**src/rtl/palette_regs.sv**
```systemverilog
// Palette register file: CPU-visible shadow copy plus an active copy that drives
// the pixel pipeline. The shadow is copied to the active copy only after a
// commit request has been seen and the next vblank start arrives. This keeps the
// displayed palette stable for a whole frame.
module palette_regs #(
   parameter int NUM_PAL     = 4,
   parameter int NUM_SLOT    = 8,
   parameter int IDX_W       = 6,
   parameter int VBLANK_LINE = 480,
   localparam int PAL_W      = (NUM_PAL  > 1) ? $clog2(NUM_PAL)  : 1,
   localparam int SLOT_W     = (NUM_SLOT > 1) ? $clog2(NUM_SLOT) : 1,
   localparam int WORD_W     = NUM_SLOT * IDX_W
) (
   input  logic                             clk,
   input  logic                             reset,
   input  logic [9:0]                       line,
   input  logic [9:0]                       column,
   input  logic                             wr_valid,
   output logic                             wr_ready,
   input  logic [PAL_W-1:0]                 wr_pal,
   input  logic [SLOT_W-1:0]                wr_slot,
   input  logic [IDX_W-1:0]                 wr_data,
   input  logic                             rd_en,
   input  logic [PAL_W-1:0]                 rd_pal,
   input  logic [SLOT_W-1:0]                rd_slot,
   output logic                             rd_valid,
   output logic [IDX_W-1:0]                 rd_data,
   input  logic                             commit_req,
   output logic                             commit_pending,
   output logic                             commit_done,
   output logic [NUM_PAL-1:0][WORD_W-1:0]   palettes
);

   typedef enum logic [1:0] {
      ST_IDLE    = 2'd0,
      ST_PENDING = 2'd1,
      ST_COMMIT  = 2'd2
   } state_t;

   state_t                                  state_r;
   state_t                                  next_state_s;

   logic [NUM_PAL-1:0][WORD_W-1:0]          shadow_r;
   logic [NUM_PAL-1:0][WORD_W-1:0]          active_r;

   logic                                    wr_ready_r;
   logic                                    rd_valid_r;
   logic [IDX_W-1:0]                        rd_data_r;
   logic                                    commit_pending_r;
   logic                                    commit_done_r;

   logic                                    vblank_start_s;
   logic                                    wr_accept_s;
   logic                                    copy_en_s;
   logic                                    wr_ready_nxt_s;
   logic                                    pending_nxt_s;
   logic                                    done_nxt_s;
   logic [NUM_PAL-1:0][NUM_SLOT-1:0]        wr_hit_s;
   logic [IDX_W-1:0]                        rd_word_s;

   // Commit point: first pixel of the first vblank line.
   always_comb begin
      vblank_start_s = (line == 10'(VBLANK_LINE)) && (column == 10'd0);
   end

   // FSM state register.
   always_ff @(posedge clk) begin
      if (!reset) begin
         state_r <= ST_IDLE;
      end else begin
         state_r <= next_state_s;
      end
   end

   // FSM next-state logic. A request made during COMMIT re-arms immediately.
   always_comb begin
      next_state_s = state_r;
      case (state_r)
         ST_IDLE: begin
            if (commit_req) begin
               next_state_s = ST_PENDING;
            end else begin
               next_state_s = ST_IDLE;
            end
         end
         ST_PENDING: begin
            if (vblank_start_s) begin
               next_state_s = ST_COMMIT;
            end else begin
               next_state_s = ST_PENDING;
            end
         end
         ST_COMMIT: begin
            if (commit_req) begin
               next_state_s = ST_PENDING;
            end else begin
               next_state_s = ST_IDLE;
            end
         end
         default: begin
            next_state_s = ST_IDLE;
         end
      endcase
   end

   // FSM output decode. Outputs are registered from the next state so they
   // line up with the state they describe. The copy happens while in COMMIT,
   // when writes are blocked and the shadow is frozen.
   always_comb begin
      wr_ready_nxt_s = 1'b1;
      pending_nxt_s  = 1'b0;
      done_nxt_s     = 1'b0;
      case (next_state_s)
         ST_IDLE: begin
            wr_ready_nxt_s = 1'b1;
         end
         ST_PENDING: begin
            pending_nxt_s  = 1'b1;
         end
         ST_COMMIT: begin
            wr_ready_nxt_s = 1'b0;
            done_nxt_s     = 1'b1;
         end
         default: begin
            wr_ready_nxt_s = 1'b0;
         end
      endcase
      copy_en_s   = (state_r == ST_COMMIT);
      wr_accept_s = wr_valid && wr_ready_r;
   end

   // Registered handshake/status outputs.
   always_ff @(posedge clk) begin
      if (!reset) begin
         wr_ready_r       <= 1'b0;
         commit_pending_r <= 1'b0;
         commit_done_r    <= 1'b0;
      end else begin
         wr_ready_r       <= wr_ready_nxt_s;
         commit_pending_r <= pending_nxt_s;
         commit_done_r    <= done_nxt_s;
      end
   end

   // Write decode. Out-of-range targets match no entry, so they are dropped.
   always_comb begin
      wr_hit_s = '0;
      for (int p = 0; p < NUM_PAL; p++) begin
         for (int s = 0; s < NUM_SLOT; s++) begin
            wr_hit_s[p][s] = wr_accept_s
                             && (wr_pal  == PAL_W'(p))
                             && (wr_slot == SLOT_W'(s));
         end
      end
   end

   // Read mux from the shadow. Out-of-range addresses read back as zero.
   always_comb begin
      rd_word_s = '0;
      for (int p = 0; p < NUM_PAL; p++) begin
         for (int s = 0; s < NUM_SLOT; s++) begin
            rd_word_s = rd_word_s
                        | ({IDX_W{(rd_pal == PAL_W'(p)) && (rd_slot == SLOT_W'(s))}}
                           & shadow_r[p][s*IDX_W +: IDX_W]);
         end
      end
   end

   // Shadow storage, written only through the CPU port.
   always_ff @(posedge clk) begin
      if (!reset) begin
         shadow_r <= '0;
      end else begin
         for (int p = 0; p < NUM_PAL; p++) begin
            for (int s = 0; s < NUM_SLOT; s++) begin
               if (wr_hit_s[p][s]) begin
                  shadow_r[p][s*IDX_W +: IDX_W] <= wr_data;
               end
            end
         end
      end
   end

   // Read port: one-cycle latency. A same-cycle write is not visible yet.
   always_ff @(posedge clk) begin
      if (!reset) begin
         rd_valid_r <= 1'b0;
         rd_data_r  <= '0;
      end else begin
         rd_valid_r <= rd_en;
         if (rd_en) begin
            rd_data_r <= rd_word_s;
         end
      end
   end

   // Active copy: updated in one shot on the commit cycle only.
   always_ff @(posedge clk) begin
      if (!reset) begin
         active_r <= '0;
      end else if (copy_en_s) begin
         active_r <= shadow_r;
      end
   end

   assign wr_ready       = wr_ready_r;
   assign rd_valid       = rd_valid_r;
   assign rd_data        = rd_data_r;
   assign commit_pending = commit_pending_r;
   assign commit_done    = commit_done_r;
   assign palettes       = active_r;

endmodule

```
**config.mk**
```make
export PLATFORM = sky130hd
export DESIGN_NAME = palette_regs
export DESIGN_NICKNAME = d
export VERILOG_FILES = /design/src/rtl/palette_regs.sv
export SDC_FILE = /design/constraint.sdc
export NUM_CORES = 1
export LEC_CHECK = 0
export CORE_UTILIZATION = 45
export DETAILED_ROUTE_END_ITERATION = 10
export GPL_TIMING_DRIVEN = 0
export PLACE_DENSITY = 0.68
export SKIP_LAST_GASP = 1
export SYNTH_ARGS = -nofsm -noshare
export SYNTH_HDL_FRONTEND = slang
export SYNTH_SLANG_ARGS = --single-unit
```
**constraint.sdc**
```tcl
create_clock -name clk -period 2 [get_ports clk]
set_input_delay 0.4 -clock clk [delete_from_list [all_inputs] [get_ports clk]]
set_output_delay 0.4 -clock clk [all_outputs]
set_load 0.005 [all_outputs]
```
==> impl_metrics.py <==
metrics = {
    "run_status": {
        "run_status": "completed",
    },
    "sta": {
        "fin_setup_tns_ns": 0,
        "timing.max_slew.rel_slack_pct": 23.25,
        "slew_worst_pin_ns": 1.151,
        "timing_max_transition_violations_final": 0,
        "clock-skew-final_ns": 0.02669,
        "final.min_clock_period_ns": 1.993,
        "grt_setup_unrepaired": "true",
        "final_ws_setup_ns": 0.006747,
        "report.final.setup_viol": 0,
        "timing_hold_violations_final": 0,
        "timing.fmax_ghz": 0.5017,
        "final.period_utilization_pct": 99.66,
        "hold_slack_ns": 0.3631,
    },
    "setup_path": {
        "r2r-start": "wr_ready",
        "crit_path_start_kind": "primary input",
        "worstSetupPathType": "in -> reg",
        "worstRegToRegCells": 5,
        "worstReg2RegEnd": "shadow_r[29]",
        "worst-r2r-setup-slack_ns": 0.05,
        "critPathLaunch": "rd_slot[0]",
        "critical-path-max-stage-delay_ns": 0.47,
        "critPathMaxFanout": 10,
        "critPathRequiredTime_ns": 2.45,
        "category_of_the_worst_setup_path_capture_point": "register",
        "critPathSlowestCell": "sky130_fd_sc_hd__a2111o_1",
        "cp_cell_sequence": "dlygate4sd2_1 > buf_6 > inv_1 > buf_2 > a211oi_1 > a2111o_1 > nor4_4 > a31oi_1",
        "arr_time_crit_path_ns": 2.44,
    },
    "pwr": {
        "power_density_nw_per_um2": 794.4,
        "netSwitchingPower_mw": 3.908,
        "share_seq_of_total_power_pct": 48.5,
        "ir_drop_v": 0.0008772,
        "part_of_the_total_power_dissipated_in_the_clock_network_pct": 45.8,
        "power_leakage_nw": 6.924,
        "netSwitchingFraction_pct": 23.82,
        "fin_total_pwr_mw": 16.41,
        "power_frac_comb_pct": 5.7,
        "p_int_mw": 12.50,
    },
    "global_route": {
        "grtUsageTotal_pct": 38.41,
        "largest_net_degree_at_the_start_of_global_routing": 14,
        "grt_pass1_wl_mm": 100.5,
        "antenna_found_initial": 3,
        "globalRoute.totalOverflow": 0,
        "grt_pass1_vias": 15100,
    },
    "clock_network": {
        "ctsHoldBuffers": 0,
        "insertion_delay_ns": 0.58,
        "worst_setup_hold_path_clk_slew_ns": 0.06,
        "root_buffer": "sky130_fd_sc_hd__clkbuf_16",
        "tritoncts": "built",
        "cts_max_path_buffers": 3,
        "htree_num_levels": 2,
        "cts_made_buffers": 41,
        "numClockSinks": 396,
    },
    "synth": {
        "synth.avg_cell_area_um2": 8.195,
        "synthCells": 1964,
        "yosys_register_bits": 396,
        "post_synth_instance_area_um2": 16100,
        "ys_dominant_reg_cell": "sky130_fd_sc_hd__dfxtp_1",
        "synthDistinctLibCells": 63,
        "number_of_flops_mapped_to_enable_cells_by_yosys": 0,
        "seq_area_frac_synth_pct": 49.25,
        "synth_warnings": 0,
        "synth_async_sr_flop_share_pct": 0,
        "post_syn_nets": 2005,
    },
    "hold_path": {
        "worst_hold_stages": 4,
        "min_path_type": "in -> reg",
        "min_from": "wr_slot[1]",
        "worst_hold_path.endpoint": "shadow_r[149]",
    },
    "drt": {
        "drt-wirelength-per-cell_um": 25.72,
        "viasPerCell": 5.818,
        "drt_iter0_markers": 1639,
        "routed-via-count": 15910,
        "drt-total-wl_mm": 70.33,
        "postRouteAntennaNets": 0,
        "firstDrtPassIters": 6,
        "drc": 0,
    },
    "cells_and_area": {
        "final_cell_count_no_fill": 2734,
        "layout-area-overhead-vs-synth_pct": 28.32,
        "most-common-layout-cells": "sky130_fd_sc_hd__nand2_1, sky130_fd_sc_hd__dfxtp_1, sky130_fd_sc_hd__a21oi_1",
        "layout.cell_area.non_filler_um2": 20650,
        "fillCellCount": 3176,
        "final_layout_size_suffix_gt1_share_pct": 8.037,
        "post-route-util_pct": 59.21,
        "layout_commonest_cell": "sky130_fd_sc_hd__nand2_1",
        "layout.nets": 2290,
    },
    "place": {
        "portBuffers": 238,
        "count_of_placed_standard_cells_including_taps": 2657,
        "detailed_placement_hpwl_mm": 53.27,
        "placed_area_um2": 19050,
        "dpl_worst_slack_ns": -1.442,
        "finalWeightedCongestion": 1.008,
    },
    "die": {
        "dieArea_um2": 36530,
        "io_pins": 243,
        "core_area_um2": 34880,
        "placement_rows": 68,
        "dieWidth_um": 191.1,
        "effective_utilization_at_floorplan_pct": 46.14,
        "die_y_um": 191.1,
    },
    "run": {
        "cap_viol_max_count": 0,
    },
}
flip-flops by register name (all words and copies together) (netlist names):
register / cells
commit_pending: 1
wr_ready: 1
rd_data: 6
state_r: 2
shadow_r: 192
palettes: 192
rd_valid: 1
commit_done: 1
synth_stat cells, drive strengths merged (5+ instances only):
library cell  count  share of area (%)
nand2           510                 12
dfxtp           396                 49
a21oi           282                8.8
nor2            142                4.1
nand3           137                4.3
clkbuf          121                2.8
mux2i           117                7.3
buf              41                1.5
nand4            30                1.2
mux2             20                1.4
o21ai            20               0.62
a22oi            16               0.75
nor2b            11               0.43
a31oi             9               0.35
nor3              9               0.37
nor3b             9               0.48
nor4              9               0.35
nand3b            8               0.44
and2              6               0.23
and3              5               0.19
nand2b            5               0.19
o31ai             5               0.23
logic make-up after synthesis:
| kind of cell | share of synthesized area [%] |
|---|---|
| AO/OA/AOI/OAI | 12.50 |
| AND/OR/NAND/NOR | 25.17 |
| multiplexers | 8.675 |
| flip-flops | 49.25 |
| buffers and inverters | 4.400 |
layout make-up:
class	count	area, um^2	share of cell area (%)
antenna	2	5.005	0.02423
clock inverter	12	121.4	0.5876
tap	455	569.3	2.756
sequential	396	7928	38.38
inverter	4	15.01	0.07270
clock buffer	59	1174	5.682
buffer	161	765.7	3.708
multi-input combinational	1402	7630	36.94
timing repair buffer	243	2446	11.84
worst max-delay path by stage:
| stage | endpoint | cells past startpoint |
|---|---|---|
| 2_1_floorplan | rd_data[2] | 7 |
| 3_3_place_gp | rd_data[1] | 7 |
| 3_5_place_dp | rd_data[1] | 7 |
| 4_1_cts | rd_data[1] | 7 |
| 5_1_grt | shadow_r[152] | 6 |
| 6_report | rd_data[2] | 8 |
per-layer routing:
metal	GRT usage (%)	vias up	part of all wire, %
met5	0	-	0.011
met4	17.00	2	4.5
met1	50.26	7688	42
met3	8.059	168	8.8
li1	-	7276	-
met2	60.79	773	45
timing repair:
action / 4_1_cts / 5_1_grt
buffers inserted: 1 / 4
pin swaps: 6 / 3
setup endpoints to repair: 205 / 43
gates resized for setup: 59 / 23
critical path, delay by kind of cell:
family | cells | cell delay (ns)
AOI/OAI and AO/OA | 3 | 0.75
and+or+nand+nor | 1 | 0.36
buffers and inverters | 4 | 0.92
power by group through the flow:
stage          logic, mW  clock network (mW)  registers [mW]
4_1_cts            0.887                7.56            7.95
3_5_place_dp       0.860                   0            8.12
5_1_grt            0.956                7.91            7.95
3_3_place_gp       0.857                   0            8.12
2_1_floorplan      0.435                   0            8.10
6_report           0.938                7.52            7.95
Note: power is estimated with default switching activity, not from simulation.
